**config.mk**
```make
export PLATFORM = sky130hd
export DESIGN_NAME = bootrom_arbiter_flat
export DESIGN_NICKNAME = d
export VERILOG_FILES = /design/src/rtl/bootrom_arbiter_if.sv /design/src/rtl/bootrom_arbiter.sv /design/src/flat_wrapper.sv
export SDC_FILE = /design/constraint.sdc
export NUM_CORES = 1
export LEC_CHECK = 0
export ABC_AREA = 0
export ABC_CLOCK_PERIOD_IN_PS = 1950
export BUFFER_PORTS_ARGS = -buffer_cell sky130_fd_sc_hd__buf_2
export CELL_PAD_IN_SITES_DETAIL_PLACEMENT = 0
export CELL_PAD_IN_SITES_GLOBAL_PLACEMENT = 1
export CORE_ASPECT_RATIO = 0.75
export CORE_MARGIN = 3
export CORE_UTILIZATION = 25
export CTS_CLUSTER_DIAMETER = 80
export DETAILED_ROUTE_END_ITERATION = 10
export HOLD_SLACK_MARGIN = 0.03
export MAX_ROUTING_LAYER = met4
export PLACE_DENSITY = 0.6
export SYNTH_ARGS = -nofsm -noshare
export SYNTH_HDL_FRONTEND = slang
export SYNTH_SLANG_ARGS = --single-unit
```
**constraint.sdc**
```tcl
create_clock -name clk -period 1.95 [get_ports clk]
set_input_delay 0.4875 -clock clk [delete_from_list [all_inputs] [get_ports clk]]
set_output_delay 0.4875 -clock clk [all_outputs]
set_load 0.01 [all_outputs]
```
**src/rtl/bootrom_arbiter_if.sv**
```systemverilog
// bootrom_arbiter_if: requester, overlay and ROM-side signals of the boot ROM arbiter
interface bootrom_arbiter_if #(parameter int AW = 14, parameter int DW = 8);
  logic          cpu_req;
  logic [AW-1:0] cpu_addr;
  logic          cpu_ack;
  logic [DW-1:0] cpu_rdata;
  logic          aux_req;
  logic [AW-1:0] aux_addr;
  logic          aux_ack;
  logic [DW-1:0] aux_rdata;
  logic          boot_disable;
  logic          boot_active;
  logic          rom_rd_n;
  logic [AW-1:0] rom_a;
  logic [DW-1:0] rom_d;
  modport master (
    output cpu_req, cpu_addr, aux_req, aux_addr, boot_disable, rom_d,
    input  cpu_ack, cpu_rdata, aux_ack, aux_rdata, boot_active, rom_rd_n, rom_a
  );
  modport slave (
    input  cpu_req, cpu_addr, aux_req, aux_addr, boot_disable, rom_d,
    output cpu_ack, cpu_rdata, aux_ack, aux_rdata, boot_active, rom_rd_n, rom_a
  );
endinterface

```
**src/rtl/bootrom_arbiter.sv**
```systemverilog
// bootrom_arbiter: shares the boot ROM between CPU and aux reader, owns the BIOS overlay; BOOTARB_ROUND_ROBIN_EN selects round-robin ties
module bootrom_arbiter #(
  parameter int            AW       = 14,
  parameter int            DW       = 8,
  parameter logic [DW-1:0] OPEN_BUS = 8'hFF
) (
  input logic               clk,
  input logic               rst,
  bootrom_arbiter_if.slave  bus
);
  typedef enum logic [1:0] {IDLE, ISSUE, WAIT, DONE} state_t;
  state_t        state_q, state_d;
  logic          win_q, win_d;
  logic          byp_q, byp_d;
  logic          rom_rd_n_q;
  logic [AW-1:0] rom_a_q;
  logic [DW-1:0] cpu_rdata_q, aux_rdata_q;
  logic          boot_active_q;
  logic          any_req, grant;
`ifdef BOOTARB_ROUND_ROBIN_EN
  logic          last_q;
`endif
  assign any_req = bus.cpu_req | bus.aux_req;
  assign grant   = (state_q == IDLE) & any_req;
  // Winner selection (1 = aux), bypass decision and FSM next state
  always_comb begin
`ifdef BOOTARB_ROUND_ROBIN_EN
    win_d   = (bus.cpu_req & bus.aux_req) ? ~last_q : ~bus.cpu_req;
`else
    win_d   = ~bus.cpu_req;
`endif
    byp_d   = ~win_d & ~boot_active_q;
    state_d = (state_q == IDLE)  ? (any_req ? ISSUE : IDLE) :
              (state_q == ISSUE) ? WAIT :
              (state_q == WAIT)  ? DONE : IDLE;
  end
  // FSM state register
  always_ff @(posedge clk) begin
    if (rst) state_q <= IDLE;
    else     state_q <= state_d;
  end
  // Grant latching, ROM strobe, data capture and sticky overlay disable
  always_ff @(posedge clk) begin
    if (rst) begin
      win_q         <= 1'b0;
      byp_q         <= 1'b0;
      rom_rd_n_q    <= 1'b1;
      rom_a_q       <= '0;
      cpu_rdata_q   <= '0;
      aux_rdata_q   <= '0;
      boot_active_q <= 1'b1;
`ifdef BOOTARB_ROUND_ROBIN_EN
      last_q        <= 1'b0;
`endif
    end else begin
      boot_active_q <= boot_active_q & ~bus.boot_disable;
      if (grant) begin
        win_q <= win_d;
        byp_q <= byp_d;
`ifdef BOOTARB_ROUND_ROBIN_EN
        last_q <= win_d;
`endif
        if (!byp_d) begin
          rom_a_q    <= win_d ? bus.aux_addr : bus.cpu_addr;
          rom_rd_n_q <= 1'b0;
        end
      end
      if (state_q == ISSUE) rom_rd_n_q <= 1'b1;
      if (state_q == WAIT) begin
        if (win_q) aux_rdata_q <= bus.rom_d;
        else       cpu_rdata_q <= byp_q ? OPEN_BUS : bus.rom_d;
      end
    end
  end
  assign bus.cpu_ack     = (state_q == DONE) & ~win_q;
  assign bus.aux_ack     = (state_q == DONE) & win_q;
  assign bus.cpu_rdata   = cpu_rdata_q;
  assign bus.aux_rdata   = aux_rdata_q;
  assign bus.boot_active = boot_active_q;
  assign bus.rom_rd_n    = rom_rd_n_q;
  assign bus.rom_a       = rom_a_q;
endmodule

```
**src/flat_wrapper.sv**
```systemverilog
// flat-port wrapper written by rule: the top's interface ports become plain ports
module bootrom_arbiter_flat 
#(
  parameter int            AW       = 14,
  parameter int            DW       = 8,
  parameter logic [DW-1:0] OPEN_BUS = 8'hFF
)
  (clk, rst, bus_cpu_req, bus_cpu_addr, bus_aux_req, bus_aux_addr, bus_boot_disable, bus_rom_d, bus_cpu_ack, bus_cpu_rdata, bus_aux_ack, bus_aux_rdata, bus_boot_active, bus_rom_rd_n, bus_rom_a);
  bootrom_arbiter_if #(.AW(AW), .DW(DW)) bus_i ();
  input logic clk;
  input logic rst;
  input wire logic [$bits(bus_i.cpu_req)-1:0] bus_cpu_req;
  input wire logic [$bits(bus_i.cpu_addr)-1:0] bus_cpu_addr;
  input wire logic [$bits(bus_i.aux_req)-1:0] bus_aux_req;
  input wire logic [$bits(bus_i.aux_addr)-1:0] bus_aux_addr;
  input wire logic [$bits(bus_i.boot_disable)-1:0] bus_boot_disable;
  input wire logic [$bits(bus_i.rom_d)-1:0] bus_rom_d;
  output wire logic [$bits(bus_i.cpu_ack)-1:0] bus_cpu_ack;
  output wire logic [$bits(bus_i.cpu_rdata)-1:0] bus_cpu_rdata;
  output wire logic [$bits(bus_i.aux_ack)-1:0] bus_aux_ack;
  output wire logic [$bits(bus_i.aux_rdata)-1:0] bus_aux_rdata;
  output wire logic [$bits(bus_i.boot_active)-1:0] bus_boot_active;
  output wire logic [$bits(bus_i.rom_rd_n)-1:0] bus_rom_rd_n;
  output wire logic [$bits(bus_i.rom_a)-1:0] bus_rom_a;
  assign bus_i.cpu_req = bus_cpu_req;
  assign bus_i.cpu_addr = bus_cpu_addr;
  assign bus_i.aux_req = bus_aux_req;
  assign bus_i.aux_addr = bus_aux_addr;
  assign bus_i.boot_disable = bus_boot_disable;
  assign bus_i.rom_d = bus_rom_d;
  assign bus_cpu_ack = bus_i.cpu_ack;
  assign bus_cpu_rdata = bus_i.cpu_rdata;
  assign bus_aux_ack = bus_i.aux_ack;
  assign bus_aux_rdata = bus_i.aux_rdata;
  assign bus_boot_active = bus_i.boot_active;
  assign bus_rom_rd_n = bus_i.rom_rd_n;
  assign bus_rom_a = bus_i.rom_a;
  bootrom_arbiter #(.AW(AW), .DW(DW), .OPEN_BUS(OPEN_BUS)) u_core (.clk(clk), .rst(rst), .bus(bus_i));
endmodule
```
# Word level (Yosys, flattened, before mapping)
# Cells that the tools add are included.
# word_totals
regBits,36
in_bits,41
wordCells,33
# classes
n_eq_ne,3
mux,6
n_bitwise,11
n_reduce_logical,5
# ops
op,n
14-bit two-way mux,1
8-bit two-way mux,1
2-bit two-way mux,3
2-bit AND reduction,3
1-bit bitwise AND,5
1-bit inverter,5
"2-bit equality test, second input constant",2
"2-bit by 1-bit equality test with 1-bit output, second input constant",1
2-bit zero test,1
2-bit OR reduction,1
1-bit two-way mux,1
1-bit bitwise OR,1

# Depth between registers and ports, before layout
# Gate-level depths: netlist of the first run.
# depth
word_depth,4
ltp_mapped,8
mapped_depth_nobuf,5

# Worst setup path after synthesis of the first run
# Ideal clock, no wire load.
# synth_timing
path_kind,in2reg
startpoint,input port bus_cpu_req
endpoint,"register u_core.rom_a_q[10], in the netlist u_core.bus.rom_a[10]"
arrival_ns,1.490
required_time_ns,1.870
path_slack_ns,0.380
cell_stages,6
path_buffers,3
cell_sequence,buf_6 > mux2_4 > and2_4 > buf_6 > buf_6 > a211oi_2
# synth_between
elab_chain_len,3
word_cells_on_any_way,6
classes_between,mux (1); bitwise (4); reduce/logical (1)
# synth_lines
element,line,source
from (decl),flat_wrapper.sv:12,input wire logic [$bits(bus_i.cpu_req)-1:0] bus_cpu_req;
1-bit bitwise OR / 1-bit bitwise AND (equally long branches),"bootrom_arbiter.sv:23, bootrom_arbiter.sv:32",
1-bit bitwise AND / 1-bit inverter (equally long branches),-,
2-bit AND reduction (no source line),-,
to (signal assigned),bootrom_arbiter.sv:64,rom_a_q <= win_d ? bus.aux_addr : bus.cpu_addr;
to (decl),bootrom_arbiter.sv:16,logic [AW-1:0] rom_a_q;
# Several ways; a longest one is shown, not always the timed one.
# A chain may end at the register's enable or synchronous reset.

# Worst setup path after layout of the first run
# layout_timing
startpoint,register u_core.state_q[0]
endpoint,output port bus_aux_ack
# layout_between
elab_chain_len,2
# layout_lines
element,line,source
from (decl),bootrom_arbiter.sv:12,"state_t state_q, state_d;"
from (signal assigned),bootrom_arbiter.sv:40,else state_q <= state_d;
2-bit equality test,bootrom_arbiter.sv:76,assign bus.aux_ack = (state_q == DONE) & win_q;
1-bit bitwise AND,bootrom_arbiter.sv:76,
to (decl),flat_wrapper.sv:20,output wire logic [$bits(bus_i.aux_ack)-1:0] bus_aux_ack;
# No other way between the ends.

==> results of run 1 <==
[worst register-to-register path, cell delays in order, from the launching register on]
cell and delay (ns):
dfxtp_1 0.33, inv_1 0.10, ha_1 0.35, nor2b_1 0.18
buf_4 0.21, nor2_1 0.06, a211oi_1 0.19
[per-stage QoR]
stage	hold WS, ns	setup WS [ns]
2_1_floorplan	0.481	0.380
3_3_place_gp	0.443	0.420
3_5_place_dp	0.447	0.391
4_1_cts	0.448	0.325
5_1_grt	0.454	0.232
6_report	0.454	0.351
[path summary, 6_finish.rpt]
| kind | slack, ns | startpoint | to | cells after the start |
|---|---|---|---|---|
| hold reg to reg | 0.45 | u_core.bus.aux_rdata[3] | u_core.bus.aux_rdata[3] | 2 |
| setup / recovery | 0.35 | u_core.state_q[0] | bus_aux_ack | 3 |
| setup reg to reg | 0.45 | u_core.state_q[0] | u_core.bus.cpu_rdata[7] | 6 |
| hold / removal | 0.45 | u_core.bus.aux_rdata[3] | u_core.bus.aux_rdata[3] | 2 |
[power groups by stage]
| stage | registers [W] | logic (W) | clock network (W) |
|---|---|---|---|
| floorplan | 0.000849 | 0.000187 | 0 |
| global placement | 0.000836 | 0.000315 | 0 |
| detailed placement | 0.000835 | 0.000316 | 0 |
| CTS | 0.000819 | 0.000317 | 0.000566 |
| global route | 0.000825 | 0.000345 | 0.000594 |
| finish | 0.000818 | 0.000310 | 0.000541 |
[cells in the mapped netlist, drive strengths merged]
| master | number | area [sq um] |
|---|---|---|
| mux2i | 14 | 140 |
| a211oi | 23 | 218 |
| clkbuf | 9 | 33.8 |
| nor2 | 18 | 67.6 |
| a2bb2oi | 1 | 8.76 |
| and2 | 2 | 15.0 |
| a21oi | 24 | 120 |
| nor2b | 2 | 12.5 |
| nand2 | 10 | 37.5 |
| buf | 7 | 56.3 |
| nand3 | 8 | 40.0 |
| nor3b | 1 | 7.51 |
| nand2b | 1 | 6.26 |
| inv | 4 | 15.0 |
| dfxtp | 36 | 721 |
| mux2 | 1 | 15.0 |
| ha | 5 | 62.6 |
| o21ai | 2 | 10.0 |
| a21o | 1 | 7.51 |
[area by class of cell]
| class | instances | area share [%] |
|---|---|---|
| Inverter | 4 | 0.718 |
| Tap cell | 78 | 4.67 |
| Multi-Input combinational cell | 113 | 36.7 |
| Sequential cell | 36 | 34.4 |
| Timing Repair Buffer | 78 | 19.1 |
| Clock buffer | 8 | 4.31 |
[cells in the final DEF (no fill, tap or decap)]
| cell | n |
|---|---|
| nor2_1 | 18 |
| mux2_4 | 1 |
| clkbuf_8 | 6 |
| a21o_1 | 1 |
| buf_4 | 4 |
| o21ai_0 | 2 |
| a21oi_1 | 24 |
| inv_1 | 4 |
| ha_1 | 5 |
| buf_2 | 74 |
| nand2b_1 | 1 |
| a2bb2oi_1 | 1 |
| mux2i_1 | 14 |
| and2_4 | 1 |
| nand2_1 | 10 |
| nor3b_1 | 1 |
| dfxtp_1 | 36 |
| nor2b_1 | 2 |
| a211oi_2 | 9 |
| and2_1 | 1 |
| a211oi_1 | 14 |
| clkbuf_1 | 2 |
| nand3_1 | 8 |
[per-layer routing]
metal / vias up / GRT usage, % / routed length (microns)
li1: 735 / - / -
met1: 573 / 15.3 / 2120
met2: 39 / 15.2 / 1640
met3: 6 / 4.44 / 255
met4: 0 / 3.64 / 56
met5: - / - / 0
[state kept, by name, indices dropped and copies added (netlist names)]
name and cells:
u_core.bus.rom_a 14, u_core.bus.aux_rdata 8, u_core.bus.cpu_rdata 8, u_core.state_q 2, u_core.bus.boot_active 1, u_core.bus.rom_rd_n 1, u_core.byp_q 1, u_core.win_q 1
[cell families (layout without fill, tap and decap cells)]
group | count (synthesis) | after routing | share of synthesized area, %
flops | 36 | 36 | 45.2
compound gates | 51 | 51 | 22.8
buf+inv | 20 | 90 | 6.59
fa+ha+maj | 5 | 5 | 3.92
mux | 15 | 15 | 9.73
simple gates | 42 | 42 | 11.7
==> qor.csv, run 1 <==
stage;metric;value;unit
synth;synth_cell_types;23;
floorplanning;initial_core_util;26.7;%
outcome;outcome;finished, final reports clean;
timing;worst_pin_slew;0.793;ns
floorplanning;io_pins;75;
clock_tree;h-tree-depth;2;
clock_tree;clock_sinks;36;
layout;final_core_util;35.0;%
floorplanning;die_area;0.00738;sq mm
power;p_int;0.00121;W
floorplanning;die_w;98.2;microns
clock_tree;cts_setup_buffers;0;
job;cap_violations;0;
synth;syn_nets;215;
detailed_routing;drt-pass1-iter-count;4;
clock_tree;cts.clk_slew.worst_paths;0.07;ns
timing;drv_slew;0;
timing;max_freq;625;MHz
detailed_routing;vias;1353;
power;p_sw;0.000454;W
power;ir_drop;0.209;mV
global_routing;grt_pass1_vias;1264;
clock_tree;cts_buffers;5;
critical_path;cp-end-kind;output port;
critical_path;crit_arrival;1.11;ns
power;power.share.clock;32.4;%
timing;relSlewSlack;47.1;%
global_routing;grt_max_degree;37;
power;p_leak;0.960;nW
power;p_per_area;798;mW/mm^2
synth;seq_area_frac_synth;45.2;%
critical_path;crit_slowest_cell;dfxtp_1;
timing;finalClockSkew;0.00480;ns
synth;synth-warning-count;0;
floorplanning;die_y;75.2;microns
synth;synth_seq_cells;36;
placed_design;dp_hpwl;3070;microns
clock_tree;clock-root-buffer;clkbuf_8;
synth;synthCells;169;
timing;final.setup.tns;0;ns
timing;post-route-min-period;1.60;ns
placed_design;placed_cells;309;
timing;final-setup-viol-count;0;
detailed_routing;finalWirelength;4070;microns
critical_path;crit_buf_inv;1;
global_routing;grt_pass1_wl;6350;microns
layout;fin_cells;317;
worst_hold_path;hold_path.class;reg -> reg;
placed_design;portBuffers;74;
detailed_routing;drt_iter0_drc;42;
floorplanning;rows;24;
timing;hold_viol;0;
global_routing;track_usage;11.3;%
power;sw_frac_of_total;27.2;%
power;pwr-share-comb;18.6;%
floorplanning;core;0.00598;sq mm
clock_tree;clkLatencyLatePin;0.29;ns
critical_path;path_cells;ha_1 > and2_1 > buf_2;
placed_design;gp_congestion;0.712;
critical_path;critical_path_class;reg -> out;
timing;period_share;82.0;%
global_routing;gr-total-overflow;0;
layout;multi_input_area;768;sq um
layout;regArea;721;sq um
critical_path;cpPeakStageDelay;0.33;ns
clock_tree;cts_resized;0;
power;p_seq_share;49.0;%
layout;syn_to_final_growth;31.2;%
critical_path;critPathMaxFanout;3;
detailed_routing;post_drt_via_cell_ratio;4.27;
synth;syn_area_per_cell;9.43;sq um
clock_tree;cts_tree;yes;
layout;num-fill-cells;633;
synth;netlist_area;0.00159;sq mm
placed_design;place_area;0.00200;sq mm
global_routing;antenna_found_initial;0;
power;finalPower;0.00167;W
detailed_routing;wl_per_cell;12.8;microns
critical_path;crit_family;flip-flops;
timing;rsz0062_at_grt;no;
detailed_routing;drc;0;
critical_path;cp.required;1.46;ns
clock_tree;hold_buffers;0;
clock_tree;clk_path_buf_depth;2;
layout;antenna_cells;0;
layout;nNetsFinal;284;
critical_path;critPathLaunchType;register;
layout;fin_area;0.00209;sq mm
layout;drive_gt1_share;39.7;%
detailed_routing;ant_nets;0;
(Power assumes the default switching activity.)
==> run 2, diff against run 1 <==
--- a/config.mk
+++ b/config.mk
@@ -5,8 +5,8 @@
 export SDC_FILE = /design/constraint.sdc
 export NUM_CORES = 1
 export LEC_CHECK = 0
-export ABC_AREA = 0
-export ABC_CLOCK_PERIOD_IN_PS = 1950
+export ABC_AREA = 1
+export ABC_CLOCK_PERIOD_IN_PS = 1300
 export BUFFER_PORTS_ARGS = -buffer_cell sky130_fd_sc_hd__buf_2
 export CELL_PAD_IN_SITES_DETAIL_PLACEMENT = 0
 export CELL_PAD_IN_SITES_GLOBAL_PLACEMENT = 1
@@ -17,7 +17,7 @@
 export DETAILED_ROUTE_END_ITERATION = 10
 export HOLD_SLACK_MARGIN = 0.03
 export MAX_ROUTING_LAYER = met4
-export PLACE_DENSITY = 0.6
+export PLACE_DENSITY = 0.67
 export SYNTH_ARGS = -nofsm -noshare
 export SYNTH_HDL_FRONTEND = slang
 export SYNTH_SLANG_ARGS = --single-unit
==> constraint.sdc (replaced) <==
create_clock -name clk -period 1.3 [get_ports clk]
set_input_delay 0.325 -clock clk [delete_from_list [all_inputs] [get_ports clk]]
set_output_delay 0.325 -clock clk [all_outputs]
set_load 0.01 [all_outputs]
==> run 2 against run 1 <==
Net effect:
- the run now ends with negative setup slack left
- global-route usage grew 0.71 points
- combinational power up 73%
- cell area increased by 11%
- clock power increased by 58%
- non-clock buffer count rose by 8
- critical endpoint is now bus_cpu_ack
- largest cell class unchanged
==> qor.csv, run 2 <==
stage;metric;value;unit;change
worst_hold_path;hold_path.class;in -> reg;;
outcome;outcome;complete, but fails checks;;
layout;drive_gt1_share;35.5;%;-4.3 points
global_routing;grt_max_degree;28;;-24%
synth;synth-warning-count;0;;unchanged
floorplanning;die_area;0.00749;sq mm;+1.5%
critical_path;cp-end-kind;output port;;
critical_path;path_cells;buf_6 > ha_4 > inv_2 > nor2_2 > buf_2;;
layout;syn_to_final_growth;43.0;%;
job;cap_violations;0;;unchanged
floorplanning;io_pins;75;;unchanged
detailed_routing;drt-pass1-iter-count;4;;unchanged
worst_hold_path;hold_depth;2;;unchanged
critical_path;cpPeakStageDelay;0.34;ns;about the same
clock_tree;clock-root-buffer;clkbuf_8;;
floorplanning;initial_core_util;26.8;%;+0.15 points
detailed_routing;drc;0;;unchanged
synth;synth_top_area_share;44.5;%;-0.70 points
synth;syn_area_per_cell;6.64;sq um;-30%
power;power.share.clock;32.6;%;+0.2 points
detailed_routing;drt_iter0_drc;48;;+14%
timing;relSlewSlack;67.2;%;+20 points
floorplanning;rows;24;;unchanged
critical_path;critPathMaxFanout;2;;-1
placed_design;gp_congestion;0.704;;-1.1%
floorplanning;core;0.00604;sq mm;+1.0%
synth;synth_seq_cells;36;;unchanged
synth;synthCells;244;;+44%
power;sw_frac_of_total;27.9;%;+0.72 points
critical_path;crit_buf_inv;3;;+2
layout;largest_reg_flops;14;;unchanged
timing;layout_setup_ws;-0.122;ns;-0.473 ns
critical_path;rrSetupSlack;0.01;ns;-0.44 ns
detailed_routing;finalWirelength;4380;microns;+7.6%
critical_path;r2r_cells;7;;+1
placed_design;place_area;0.00211;sq mm;+5.6%
clock_tree;cts_buffers;5;;unchanged
synth;synthTopCellsByArea;dfxtp_1 45%, nand2_1 18%, nor2_1 13%, inv_1 5.8%, o21ai_0 5.3%;;
timing;final-setup-viol-count;2;;+2
layout;antenna_cells;0;;unchanged
clock_tree;clk_path_buf_depth;2;;unchanged
outcome;violations;negative setup slack;;
power;ir_drop;0.370;mV;+77%
timing;hold_viol;0;;unchanged
timing;rsz0062_at_grt;yes;;
synth;syn_nets;290;;+35%
global_routing;gr-total-overflow;0;;unchanged
power;p_int;0.00189;W;+56%
synth;synth-async-reset-ratio;0;%;unchanged
detailed_routing;vias;1612;;+19%
critical_path;crit_slowest_cell;dfxtp_2;;
power;p_sw;0.000734;W;+62%
global_routing;antenna_found_initial;0;;unchanged
clock_tree;cts_tree;yes;;
clock_tree;clock_sinks;36;;unchanged
floorplanning;die_y;75.7;microns;+0.73%
synth;netlist_area;0.00162;sq mm;+1.6%
clock_tree;cts.clk_slew.worst_paths;0.07;ns;about the same
power;pwr-share-comb;20.3;%;+1.7 points
timing;finalClockSkew;0.00332;ns;-0.00148 ns
synth;synth_most_common_cell;nand2_1;;
synth;synth_area_leader_cell;dfxtp_1;;
critical_path;worstReg2RegEnd;u_core.bus.aux_rdata[0];;
clock_tree;h-tree-depth;2;;unchanged
timing;post-route-min-period;1.42;ns;
global_routing;grt_pass1_wl;6720;microns;+5.9%
power;finalPower;0.00263;W;+57%
critical_path;crit_arrival;1.10;ns;about the same
floorplanning;die_w;98.9;microns;+0.73%
power;p_leak;1.28;nW;+33%
critical_path;cp.required;0.98;ns;-0.48 ns
global_routing;track_usage;12.0;%;+0.71 points
detailed_routing;post_drt_via_cell_ratio;3.98;;-6.7%
timing;period_share;109;%;
synth;yosys-top-cells-count;79 x nand2_1, 58 x nor2_1, 36 x dfxtp_1, 25 x inv_1, 17 x o21ai_0;;
detailed_routing;ant_nets;0;;unchanged
layout;nNetsFinal;373;;+31%
clock_tree;clkLatencyLatePin;0.28;ns;about the same
placed_design;portBuffers;74;;unchanged
synth;synth_edf_count;0;;unchanged
worst_hold_path;min_delay_worst_endpoint;u_core.state_q[0];;
synth;seq_area_frac_synth;44.5;%;-0.70 points
layout;final_common_cell;nand2_1;;
worst_hold_path;hp-start;rst;;
layout;fin_area;0.00231;sq mm;+11%
critical_path;critical_path_class;reg -> out;;
critical_path;crit_family;flip-flops;;
timing;worst_pin_slew;0.491;ns;-0.302 ns
timing;drv_slew;0;;unchanged
layout;final_cell_mix;78 x nand2_1, 73 x buf_2, 57 x nor2_1;;
power;p_seq_share;47.1;%;-1.9 points
critical_path;critPathLaunchType;register;;
synth;ys.flop_type;dfxtp_1;;
timing;max_freq;703;MHz;
power;p_per_area;1140;mW/mm^2;+42%
placed_design;dp_hpwl;3260;microns;+6.3%
global_routing;grt_pass1_vias;1358;;+7.4%
clock_tree;hold_buffers;0;;unchanged
detailed_routing;wl_per_cell;10.8;microns;-16%
synth;synth_cell_types;14;;-39%
critical_path;r2r_start;u_core.state_q[1];;
==> run 2: power by group through the flow <==
stage | Clock (W) | Sequential (W) | Combinational (W)
2_1_floorplan | 0 | 0.00128 | 0.000277
3_3_place_gp | 0 | 0.00126 | 0.000512
3_5_place_dp | 0 | 0.00126 | 0.000518
4_1_cts | 0.000898 | 0.00123 | 0.000530
5_1_grt | 0.000944 | 0.00125 | 0.000611
6_report | 0.000856 | 0.00124 | 0.000535
==> run 2: worst max-delay path by stage <==
stage / cells past startpoint / end / startpoint
finish: 5 / bus_cpu_ack / u_core.state_q[0]
global route: 5 / bus_cpu_ack / u_core.state_q[0]
CTS: 5 / bus_aux_ack / u_core.state_q[1]
detailed placement: 9 / u_core.bus.rom_a[9] / u_core.state_q[0]
global placement: 9 / u_core.bus.rom_a[11] / u_core.state_q[0]
floorplan: 8 / u_core.bus.rom_a[0] / u_core.state_q[0]
==> run 2: area by class of cell <==
cell class              count  area, sq um
well taps                  78         97.6
inverters                  25         93.8
fillers                   675         3720
flip-flops and latches     36          723
multi-input cells         173          810
clock buffers               7         96.3
repair buffers             86          494
==> run 2: worst reg2reg max path: stages (launching register included) <==
cell     delay (ns)
dfxtp_2        0.34
buf_6          0.10
buf_4          0.10
ha_2           0.17
nand2_1        0.12
buf_6          0.17
o21ai_0        0.14
nor2_1         0.05
==> run 2: metrics by stage <==
| stage | utilization (%) | cells | setup TNS, ns | setup slack (ns) | hold WS, ns |
|---|---|---|---|---|---|
| 3_3_place_gp | 35.0 | 397 | 0 | 0.0291 | 0.439 |
| 6_report | 38.3 | 405 | -0.227 | -0.122 | 0.224 |
| 3_5_place_dp | 35.0 | 397 | -0.0608 | -0.0113 | 0.432 |
| 2_1_floorplan | - | 244 | 0 | 0.0620 | 0.397 |
| 4_1_cts | 37.2 | 405 | -0.326 | -0.116 | 0.215 |
| 5_1_grt | 38.3 | 405 | -2.19 | -0.207 | 0.219 |
==> run 2: logic make-up after synthesis <==
kind of cell             synth area share, %
AND/OR/NAND/NOR                         35.8
flip-flops                              44.5
buffers and inverters                   9.97
AO/OA/AOI/OAI                           5.87
adder cells (fa/ha/maj)                 3.86
==> run 2: layer usage <==
| layer | wire length, microns | share of wire [%] | global-route usage (%) |
|---|---|---|---|
| met5 | 0 | 0 | - |
| met4 | 59 | 1.3 | 4.55 |
| met3 | 307 | 7.0 | 4.03 |
| met2 | 1730 | 39 | 15.8 |
| met1 | 2290 | 52 | 16.6 |
==> run 2: timing repair <==
item,CTS,global route
buffers inserted,1,0
pin swaps,1,3
gates resized for setup,12,20
endpoints found under the setup margin,15,35
